$ cat src/rtl/serial_operand_feeder_if.sv
// Handshake and serial-bit bus between the operand feeder and the bit-serial adder.
// SERIAL_OPERAND_SUB_EN adds the sub request line sampled with the operands.
interface serial_operand_feeder_if #(
  parameter int WIDTH = 8
);
  logic             in_valid;
  logic             in_ready;
  logic [WIDTH-1:0] op_a;
  logic [WIDTH-1:0] op_b;
`ifdef SERIAL_OPERAND_SUB_EN
  logic             sub;
`endif
  logic             stall;
  logic             add_clr;
  logic             add_en;
  logic             a_bit;
  logic             b_bit;
  logic             last;
  logic             busy;

  modport master (
`ifdef SERIAL_OPERAND_SUB_EN
    output sub,
`endif
    output in_valid, op_a, op_b, stall,
    input  in_ready, add_clr, add_en, a_bit, b_bit, last, busy
  );

  modport slave (
`ifdef SERIAL_OPERAND_SUB_EN
    input  sub,
`endif
    input  in_valid, op_a, op_b, stall,
    output in_ready, add_clr, add_en, a_bit, b_bit, last, busy
  );
endinterface

$ cat src/rtl/serial_operand_feeder.sv
// Loads two WIDTH-bit operands, pulses the adder carry clear, then shifts them out LSB-first.
// Optional macro SERIAL_OPERAND_SUB_EN: sub=1 loads the two's-complement negation of op_b.
module serial_operand_feeder #(
  parameter int WIDTH = 8
) (
  input  logic                   clk,
  input  logic                   reset,
  serial_operand_feeder_if.slave bus
);
  localparam int CNT_W = (WIDTH > 2) ? $clog2(WIDTH) : 1;
  localparam logic [CNT_W-1:0] CNT_LAST = CNT_W'(WIDTH - 1);

  typedef enum logic [1:0] {IDLE, CLEAR, SHIFT} state_t;

  state_t                  state, state_nxt;
  logic [WIDTH-1:0]        sa, sb;
  logic [CNT_W-1:0]        cnt;
  logic                    load, shift;
  logic signed [WIDTH-1:0] b_load;
  logic                    run;

`ifdef SERIAL_OPERAND_SUB_EN
  // Most-negative value negates to itself; overflow is flagged downstream.
  function automatic logic signed [WIDTH-1:0] negate(input logic signed [WIDTH-1:0] v);
    return ~v + WIDTH'(1);
  endfunction

  assign b_load = bus.sub ? negate(bus.op_b) : bus.op_b;
`else
  assign b_load = bus.op_b;
`endif

  assign run = ~reset;

  always_ff @(posedge clk) begin
    if (reset) begin
      state <= IDLE;
      sa    <= '0;
      sb    <= '0;
      cnt   <= '0;
    end else begin
      state <= state_nxt;
      if (load) begin
        sa  <= bus.op_a;
        sb  <= b_load;
        cnt <= '0;
      end else if (shift) begin
        sa  <= {1'b0, sa[WIDTH-1:1]};
        sb  <= {1'b0, sb[WIDTH-1:1]};
        cnt <= (cnt == CNT_LAST) ? '0 : cnt + CNT_W'(1);
      end
    end
  end

  // Outputs are forced low while reset is held so an aborted word emits nothing.
  always_comb begin
    state_nxt    = state;
    load         = 1'b0;
    shift        = 1'b0;
    bus.in_ready = 1'b0;
    bus.add_clr  = 1'b0;
    bus.add_en   = 1'b0;
    bus.a_bit    = 1'b0;
    bus.b_bit    = 1'b0;
    bus.last     = 1'b0;
    bus.busy     = 1'b0;
    case (state)
      IDLE: begin
        bus.in_ready = run;
        if (bus.in_valid && run) begin
          load      = 1'b1;
          state_nxt = CLEAR;
        end
      end
      CLEAR: begin
        bus.add_clr = run;
        bus.busy    = run;
        state_nxt   = SHIFT;
      end
      SHIFT: begin
        bus.busy   = run;
        bus.a_bit  = sa[0] & run;
        bus.b_bit  = sb[0] & run;
        bus.last   = (cnt == CNT_LAST) & run;
        bus.add_en = ~bus.stall & run;
        if (!bus.stall) begin
          shift = 1'b1;
          if (cnt == CNT_LAST) state_nxt = IDLE;
        end
      end
      default: state_nxt = IDLE;
    endcase
  end
endmodule

$ cat src/flat_wrapper.sv
// flat-port wrapper written by rule: the top's interface ports become plain ports
module serial_operand_feeder_flat 
#(
  parameter int WIDTH = 8
)
  (clk, reset, bus_in_valid, bus_op_a, bus_op_b, bus_stall, bus_in_ready, bus_add_clr, bus_add_en, bus_a_bit, bus_b_bit, bus_last, bus_busy);
  serial_operand_feeder_if #(.WIDTH(WIDTH)) bus_i ();
  input  logic clk;
  input  logic reset;
  input wire logic [$bits(bus_i.in_valid)-1:0] bus_in_valid;
  input wire logic [$bits(bus_i.op_a)-1:0] bus_op_a;
  input wire logic [$bits(bus_i.op_b)-1:0] bus_op_b;
  input wire logic [$bits(bus_i.stall)-1:0] bus_stall;
  output wire logic [$bits(bus_i.in_ready)-1:0] bus_in_ready;
  output wire logic [$bits(bus_i.add_clr)-1:0] bus_add_clr;
  output wire logic [$bits(bus_i.add_en)-1:0] bus_add_en;
  output wire logic [$bits(bus_i.a_bit)-1:0] bus_a_bit;
  output wire logic [$bits(bus_i.b_bit)-1:0] bus_b_bit;
  output wire logic [$bits(bus_i.last)-1:0] bus_last;
  output wire logic [$bits(bus_i.busy)-1:0] bus_busy;
  assign bus_i.in_valid = bus_in_valid;
  assign bus_i.op_a = bus_op_a;
  assign bus_i.op_b = bus_op_b;
  assign bus_i.stall = bus_stall;
  assign bus_in_ready = bus_i.in_ready;
  assign bus_add_clr = bus_i.add_clr;
  assign bus_add_en = bus_i.add_en;
  assign bus_a_bit = bus_i.a_bit;
  assign bus_b_bit = bus_i.b_bit;
  assign bus_last = bus_i.last;
  assign bus_busy = bus_i.busy;
  serial_operand_feeder #(.WIDTH(WIDTH)) u_core (.clk(clk), .reset(reset), .bus(bus_i));
endmodule
$ cat config.mk
export PLATFORM = sky130hd
export DESIGN_NAME = serial_operand_feeder_flat
export DESIGN_NICKNAME = d
export VERILOG_FILES = /design/src/rtl/serial_operand_feeder_if.sv /design/src/rtl/serial_operand_feeder.sv /design/src/flat_wrapper.sv
export SDC_FILE = /design/constraint.sdc
export NUM_CORES = 1
export LEC_CHECK = 0
export BUFFER_PORTS_ARGS = -buffer_cell sky130_fd_sc_hd__buf_2
export CAP_MARGIN = 25
export CORE_AREA = 2 2 48 50
export DETAILED_ROUTE_END_ITERATION = 16
export DIE_AREA = 0 0 50 52
export GPL_TIMING_DRIVEN = 0
export PLACE_DENSITY = 0.8
export SLEW_MARGIN = 30
export SYNTH_ARGS = -nofsm -noshare
export SYNTH_HDL_FRONTEND = slang
export SYNTH_SLANG_ARGS = --single-unit
$ cat constraint.sdc
create_clock -name clk -period 2 [get_ports clk]
set_input_delay 0.4 -clock clk [delete_from_list [all_inputs] [get_ports clk]]
set_output_delay 0.4 -clock clk [all_outputs]
set_load 0.1 [all_outputs]
==> results of run 1 <==
-- cells in the mapped netlist (all sizes together) --
cell type and instances:
a21oi 2, nor3 3, clkbuf 2, and2 3, nand3b 1, dfxtp 21, a22oi 1, buf 6
nor2 16, nor2b 4, nand2b 7, ha 7, nand2 2, inv 2, nand3 2, mux2i 19
and3b 1, a211oi 14
-- registers in the layout, indices dropped and copies added (netlist names) --
name,count
u_core.sa,8
u_core.cnt,3
u_core.state,2
u_core.sb,8
-- kinds of logic after synthesis --
| family | count (synthesis) | share of synthesized area, % |
|---|---|---|
| AO/OA/AOI/OAI | 17 | 11.15 |
| multiplexers | 19 | 17.29 |
| adder cells (fa/ha/maj) | 7 | 7.963 |
| buffers and inverters | 10 | 6.827 |
| AND/OR/NAND/NOR | 39 | 18.54 |
| flip-flops | 21 | 38.22 |
-- path summary, 6_finish.rpt --
| path | startpoint | end | slack (ns) |
|---|---|---|---|
| min | bus_op_a[7] | u_core.sa[7]$_SDFFE_PP0P_ | 0.32 |
| max | u_core.state[1]$_SDFFE_PP0P_ | bus_busy | 0.1 |
| max reg2reg | u_core.state[1]$_SDFFE_PP0P_ | u_core.sb[2]$_SDFFE_PP0P_ | 0.47 |
| min reg2reg | u_core.sb[7]$_SDFFE_PP0P_ | u_core.sb[7]$_SDFFE_PP0P_ | 0.50 |
-- per-layer routing --
layer  wire length (um)  global-route usage, %  vias to the layer above  share of wire [%]
li1                   -                      -                      454                  -
met1                977                  21.40                      398                 46
met2               1053                  31.36                       17                 50
met3                 78                  3.161                        2                3.7
met4                 16                  6.944                        0               0.75
met5                  0                      0                        -                  0
-- where the power goes --
part | leakage [nW] | switching [mW] | internal [mW]
clock | 0.0177 | 0.136 | 0.0746
combinational | 0.495 | 0.377 | 0.224
sequential | 0.172 | 0.0476 | 0.495
total | 0.686 | 0.561 | 0.793
-- final cells by class --
type	count	area, um^2	share of cell area, %
repair buffers	26	172.7	12.68
plain buffers	8	67.56	4.963
flip-flops and latches	21	421.7	30.97
inverters	2	7.507	0.5515
well taps	28	35.03	2.574
clock buffers	3	22.52	1.654
clock inverters	1	5.005	0.3676
multi-input cells	82	629.4	46.23
-- worst reg2reg max path, stage by stage (launching register included) --
cell	delay, ns
dfxtp_1	0.41
inv_1	0.11
ha_1	0.23
nand3b_1	0.13
clkbuf_1	0.38
a211oi_1	0.14
-- metrics by stage --
step	instances	setup WS (ns)	area, um^2
4_1_cts	171	0.01106	1341
6_report	171	0.09698	1361
5_1_grt	171	0.01752	1361
2_1_floorplan	113	-0.03663	1110
3_3_place_gp	167	0.1250	1275
3_5_place_dp	167	0.1243	1275
==> flow_metrics.tcl, run 1 <==
set metrics [dict create \
    final_common_cell "buf_2" \
    skew_ns 0.001867 \
    required_ns 1.60 \
    cts_tree "yes" \
    criticalPathCategory "reg2out" \
    synth_cells 113 \
    worst-slew-pin-transition_ns 0.4830 \
    grt_pass1_wl_um 3512 \
    cts_hold_buffers 0 \
    layout-drive-gt1-share_pct 31.47 \
    worstSkewPairLatency_ns 0.30 \
    hold_path_depth 3 \
    cts_max_level 1 \
    grt-ovfl-total 0 \
    final_cell_mix "buf_2 (24), dfxtp_1 (20), mux2i_1 (19), nor2_1 (15), a211oi_1 (14)" \
    rr_worst_depth 5 \
    avgRoutedWirePerCell_um 12.43 \
    utilization_pct 64.65 \
    postSynthAreaPerCell_um2 9.733 \
    cts_sinks 21 \
    critical-path-max-stage-delay_ns 0.41 \
    maxCapViolCount 0 \
    ant_nets 0 \
    synth.lib_cells_used.distinct 20 \
    slew_headroom_pct 68.02 \
    rsz0062_at_grt "no" \
    initial_core_util_pct 52.23 \
    grt_usage_pct 17.80 \
    core_mm2 0.002106 \
    timing.final.crit_share_pct 95.15 \
    root_buffer "clkbuf_4" \
    yosys.area.top_type_share_pct 38.23 \
    post-route-min-period_ns 1.903 \
    max_clock_freq_mhz 525.5 \
    worst-path-stages 4 \
    dpl.hpwl_um 1523 \
    cp_slowest_cell "dfxtp_1" \
    clk_path_buf_depth 2 \
    via_count 871 \
    syn_nets 140 \
    cts.clk_slew.worst_paths_ns 0.12 \
    via_per_inst 5.094 \
    ios 27 \
    finalSetupViolCount 0 \
    cts_resized 13 \
    portBuffers 26 \
    areaGrowthSynthToFinish_pct 23.78 \
    antenna_found_initial 0 \
    rows 17 \
    grt_pass1_vias 815 \
    synth_top_cell_by_area "dfxtp_1" \
    drc_errors 0 \
    netlist_area_mm2 0.001100 \
    finalWirelength_um 2126 \
    diodes 0 \
    fin_nets 171 \
    numCtsBuffers 3 \
    final_max_slew_viol_count 0 \
    drt_pass1_iterations 5 \
    die_area_mm2 0.002600 \
    total_power_mw 1.354 \
    end_kind "output port" \
    post_cts_buffers 0 \
    final_hold_viol_count 0 \
    vdd_drop_max_mv 0.5675 \
    dieWidth_um 50 \
    dieHeight_um 52 \
    cp.arrival_ns 1.50 \
    drt_iter0_markers 6 \
    pwr_density_cell_mw_per_mm2 994.5 \
    grt_max_degree 13 \
    path_delay_family "flip-flops" \
    ys_seq_area_share_pct 38.23 \
    cp_cell_sequence "inv_1 > ha_1 > nor2b_2 > buf_4" \
    yosys_warnings 0 \
    hold_slack_ns 0.3182 \
    tns_ns 0 \
    ys_seq_elements 21 \
    setup.worst_path.start_class "flop" \
    crit_buf_inv 2 \
    status "complete, no violations" \
    hold_class "in2reg" \
    crit_fanout 4 \
    fill_cells 171 \
    globalplace.congestion 0.7143 \
    netlist_top_cells_area "dfxtp_1 (38%), mux2i_1 (17%), a211oi_1 (9.6%)" \
    leakage_nw 0.6855 \
]
Note: power is estimated with default switching activity, not from simulation.
==> run 2: changes to the inputs <==
--- a/config.mk
+++ b/config.mk
@@ -7,9 +7,9 @@
 export LEC_CHECK = 0
 export BUFFER_PORTS_ARGS = -buffer_cell sky130_fd_sc_hd__buf_2
 export CAP_MARGIN = 25
-export CORE_AREA = 2 2 48 50
+export CORE_AREA = 8 8 54 56
 export DETAILED_ROUTE_END_ITERATION = 16
-export DIE_AREA = 0 0 50 52
+export DIE_AREA = 0 0 62 64
 export GPL_TIMING_DRIVEN = 0
 export PLACE_DENSITY = 0.8
 export SLEW_MARGIN = 30
==> run 2 against run 1 <==
- worst hold slack improved by 0.0068 ns
- first-iteration DRC count increased to 4.2 times the previous value
- wire length increased by 11%
- largest cell class unchanged
==> flow_metrics.tcl, run 2 (synthesized netlist as in run 1, its figures left out) <==
set metrics [dict create \
    worst-slew-pin-transition_ns 0.4854 \
    criticalPathCategory "reg2out" \
    hold_path_depth 3 \
    tns_ns 0 \
    grt_usage_pct 12.46 \
    pwr-share-comb_pct 45.8 \
    portBuffers 26 \
    rr_worst_depth 5 \
    cts_tree "yes" \
    reg_top3 "u_core.sa (8), u_core.sb (8), u_core.cnt (3)" \
    switching_power_uw 565.2 \
    areaGrowthSynthToFinish_pct 25.83 \
    worstSkewPairLatency_ns 0.30 \
    final_max_slew_viol_count 0 \
    finalSetupViolCount 0 \
    grt_max_degree 12 \
    slew_headroom_pct 67.87 \
    grt-ovfl-total 0 \
    skew_ns 0.002718 \
    numCtsBuffers 3 \
    cp.arrival_ns 1.54 \
    layout-drive-gt1-share_pct 30.77 \
    final_cell_mix "buf_2 (24), dfxtp_1 (21), mux2i_1 (19), nor2_1 (15), a211oi_1 (14)" \
    clkPwrFrac_pct 14.7 \
    leakage_nw 0.6878 \
    cts_sinks 21 \
    clk_path_buf_depth 2 \
    dieWidth_um 62 \
    cts_hold_buffers 0 \
    dpl.hpwl_um 1737 \
    switching_share_pct 41.26 \
    root_buffer "clkbuf_4" \
    end_kind "output port" \
    pwr-share-seq_pct 39.5 \
    final_hold_viol_count 0 \
    drc_errors 0 \
    crit_fanout 4 \
    die_area_mm2 0.003968 \
    grt_pass1_vias 884 \
    timing.final.crit_share_pct 97.10 \
    via_per_inst 5.088 \
    status "complete, no violations" \
    required_ns 1.60 \
    avgRoutedWirePerCell_um 13.84 \
    final_common_cell "buf_2" \
    post-route-min-period_ns 1.942 \
    fin_nets 171 \
    vdd_drop_max_mv 0.5376 \
    ant_nets 0 \
    finalWirelength_um 2367 \
    diodes 0 \
    hold_slack_ns 0.3250 \
    max_clock_freq_mhz 515.0 \
    core_mm2 0.002106 \
    grt_pass1_wl_um 3884 \
    hold_class "in2reg" \
    dieHeight_um 64 \
    initial_core_util_pct 52.23 \
    maxCapViolCount 0 \
    via_count 870 \
    internal_power_uw 804.6 \
    pwr_density_cell_mw_per_mm2 989.8 \
    globalplace.congestion 0.7862 \
    antenna_found_initial 0 \
    utilization_pct 65.72 \
    post_cts_buffers 0 \
    drt_pass1_iterations 4 \
    cts.clk_slew.worst_paths_ns 0.11 \
    drt_iter0_markers 25 \
    ios 27 \
    cts_max_level 1 \
    setup.worst_path.start_class "flop" \
    rows 17 \
]
## run 2: worst paths after layout
check                          startpoint                         to  slack (ns)
max          u_core.state[1]$_SDFFE_PP0P_               bus_in_ready        0.06
min                           bus_op_b[7]  u_core.sb[7]$_SDFFE_PP0P_        0.32
max reg2reg  u_core.state[1]$_SDFFE_PP0P_  u_core.sa[5]$_SDFFE_PP0P_        0.45
min reg2reg     u_core.sb[7]$_SDFFE_PP0P_  u_core.sb[7]$_SDFFE_PP0P_        0.49
## run 2: final cells by class
class                   count  area, um^2
plain buffers               8       67.56
clock buffers               4       26.28
fillers                   177       721.9
inverters                   2       7.507
multi-input cells          82       636.9
flip-flops and latches     21       420.4
well taps                  28       35.03
repair buffers             26       190.2
## run 2: worst max-delay path, cell delays in order, from the launching register on
cell,delay (ns)
dfxtp_1,0.37
inv_1,0.14
ha_1,0.23
nor2b_2,0.17
clkbuf_4,0.33
## run 2: per-stage QoR
step                instance area [um^2]  cells  power [mW]  setup slack, ns
floorplan                           1110    113       1.018         -0.03663
global placement                    1275    167       1.106           0.1192
detailed placement                  1275    167       1.130          0.09733
CTS                                 1341    171       1.344         0.002370
global route                        1384    171       1.453        -0.004998
finish                              1384    171       1.370          0.05807
## run 2: repair_timing
action	4_1_cts	5_1_grt
pin swaps	0	0
endpoints found under the setup margin	5	6
resized for setup	13	10
## run 2: metal layers
layer	part of all wire, %	GRT usage (%)	up-vias
met3	4.4	3.200	2
met5	0	0	-
met1	43	14.99	398
li1	-	-	455
met4	0.68	4.274	0
met2	52	20.44	15
## run 2: power groups by stage
stage / Sequential [mW] / Clock (mW) / Combinational (mW)
detailed placement: 0.547 / 0 / 0.583
global route: 0.552 / 0.226 / 0.675
finish: 0.541 / 0.202 / 0.628
CTS: 0.537 / 0.210 / 0.597
floorplan: 0.534 / 0 / 0.484
global placement: 0.543 / 0 / 0.564
==> run 3: changes to the inputs <==
==> constraint.sdc (replaced) <==
create_clock -name clk -period 2.3 [get_ports clk]
set_input_delay 0.46 -clock clk [delete_from_list [all_inputs] [get_ports clk]]
set_output_delay 0.46 -clock clk [all_outputs]
set_load 0.1 [all_outputs]
==> run 3 against run 2 <==
- power shrank 16%
- global-route usage grew 0.27 points
- die area is the same
- cell count is the same
- worst setup slack gained 0.064 ns
- critical path type unchanged
==> flow_metrics.tcl, run 3 (synthesized netlist as in run 1, its figures left out) <==
set metrics [dict create \
    status "complete, no violations" \
    dpl.hpwl_um 1766 \
    tns_ns 0 \
    antenna_found_initial 0 \
    criticalPathCategory "reg2out" \
    fin_nets 171 \
    die_area_mm2 0.003968 \
    clk_path_buf_depth 2 \
    ant_nets 0 \
    via_per_inst 5.222 \
    setup.worst_path.start_class "flop" \
    rows 17 \
    skew_ns 0.002830 \
    grt_usage_pct 12.73 \
    maxCapViolCount 0 \
    switching_power_uw 473.1 \
    pwr_density_cell_mw_per_mm2 877.6 \
    r2r_slack_ns 0.78 \
    rr_worst_depth 5 \
    diodes 0 \
    multi_input_area_um2 609.3 \
    utilization_pct 62.03 \
    grt_pass1_vias 953 \
    portBuffers 26 \
    cts_sinks 21 \
    pwr-share-seq_pct 40.8 \
    r2r-end "u_core.sa[5]$_SDFFE_PP0P_" \
    place_area_mm2 0.001270 \
    initial_core_util_pct 52.23 \
    root_buffer "clkbuf_4" \
    slew_headroom_pct 67.60 \
    hold_start "bus_op_b[7]" \
    drt_iter0_markers 17 \
    numCtsBuffers 3 \
    post-route-min-period_ns 2.178 \
    grt_max_degree 12 \
    cts_hold_buffers 0 \
    ios 27 \
    cts_resized 0 \
    numPlacedInstances 167 \
    globalplace.congestion 0.7247 \
    rsz0062_at_grt "no" \
    core_mm2 0.002106 \
    post_cts_buffers 0 \
    final_cells 171 \
    worst-slew-pin-transition_ns 0.4894 \
    final_hold_viol_count 0 \
    finalSetupViolCount 0 \
    total_power_mw 1.146 \
    drc_errors 0 \
    via_count 893 \
    r2r-start "u_core.state[0]$_SDFFE_PP0P_" \
    timing.final.crit_share_pct 94.68 \
    dieHeight_um 64 \
    max_clock_freq_mhz 459.2 \
    clkPwrFrac_pct 15.3 \
    hold_end "u_core.sb[7]$_SDFFE_PP0P_" \
    worstSkewPairLatency_ns 0.30 \
    grt-ovfl-total 0 \
    crit_fanout 4 \
    pwr-share-comb_pct 44.0 \
    cts_max_level 1 \
    fill_cells 182 \
    final_common_cell "buf_2" \
    avgRoutedWirePerCell_um 13.22 \
    layout-drive-gt1-share_pct 26.57 \
    final_max_slew_viol_count 0 \
    end_kind "output port" \
    cp.arrival_ns 1.72 \
    grt_pass1_wl_um 3967 \
    internal_power_uw 673.3 \
    final_cell_area_mm2 0.001306 \
    areaGrowthSynthToFinish_pct 18.77 \
    finalWirelength_um 2261 \
    reg_top3 "u_core.sa (8), u_core.sb (8), u_core.cnt (3)" \
    final-seq-area_um2 420.4 \
    cts_tree "yes" \
    hold_path_depth 3 \
    final_cell_mix "buf_2 (26), dfxtp_1 (21), mux2i_1 (19), nor2_1 (15), a211oi_1 (14)" \
    vdd_drop_max_mv 0.6559 \
    hold_class "in2reg" \
    cts.clk_slew.worst_paths_ns 0.11 \
    drt_pass1_iterations 4 \
    required_ns 1.84 \
    switching_share_pct 41.27 \
    leakage_nw 0.6724 \
    dieWidth_um 62 \
]
[run 3: worst max path at each step]
stage | endpoint | cells after the start | startpoint | slack, ns
after floorplan | bus_in_ready | 3 | u_core.state[0]$_SDFFE_PP0P_ | -0.12
after global placement | bus_last | 5 | reset | 0.35
after detailed placement | bus_last | 5 | reset | 0.33
after CTS | bus_last | 5 | u_core.state[0]$_SDFFE_PP0P_ | 0.002
after global routing | bus_a_bit | 5 | u_core.state[0]$_SDFFE_PP0P_ | 0.002
final | bus_a_bit | 5 | u_core.state[0]$_SDFFE_PP0P_ | 0.12
[run 3: power by group through the flow]
| stage | clock, mW | combinational, mW | sequential (mW) |
|---|---|---|---|
| after detailed placement | 0 | 0.509 | 0.476 |
| after global placement | 0 | 0.487 | 0.473 |
| after global routing | 0.197 | 0.549 | 0.477 |
| after CTS | 0.180 | 0.510 | 0.468 |
| after floorplan | 0 | 0.416 | 0.464 |
| final | 0.175 | 0.504 | 0.468 |
[run 3: stage by stage]
step	setup WS, ns	hold slack [ns]
after global routing	0.001554	0.3908
after global placement	0.3478	0.4578
after detailed placement	0.3294	0.4636
after floorplan	-0.1183	0.4472
after CTS	0.002194	0.3852
final	0.1224	0.3907
[run 3: final cells by class]
cell class | instances | share of cell area (%)
buffer | 8 | 5.172
clock buffer | 4 | 2.011
inverter | 2 | 0.5747
multi-input combinational | 82 | 46.65
sequential | 21 | 32.18
tap | 28 | 2.682
timing repair buffer | 26 | 10.73
[run 3: metal layers]
layer  part of all wire [%]  routed length (um)  GRT usage, %
met3                    6.0                 136         4.200
met1                     41                 930         14.07
met5                      0                   0             0
met2                     53                1194         22.51
met4                      0                   0         2.564
[run 3: critical path: stages (launching register included)]
cell and delay [ns]:
dfxtp_1 0.36, inv_1 0.12, ha_1 0.25, nor2b_1 0.22, and2_1 0.15, clkbuf_4 0.32
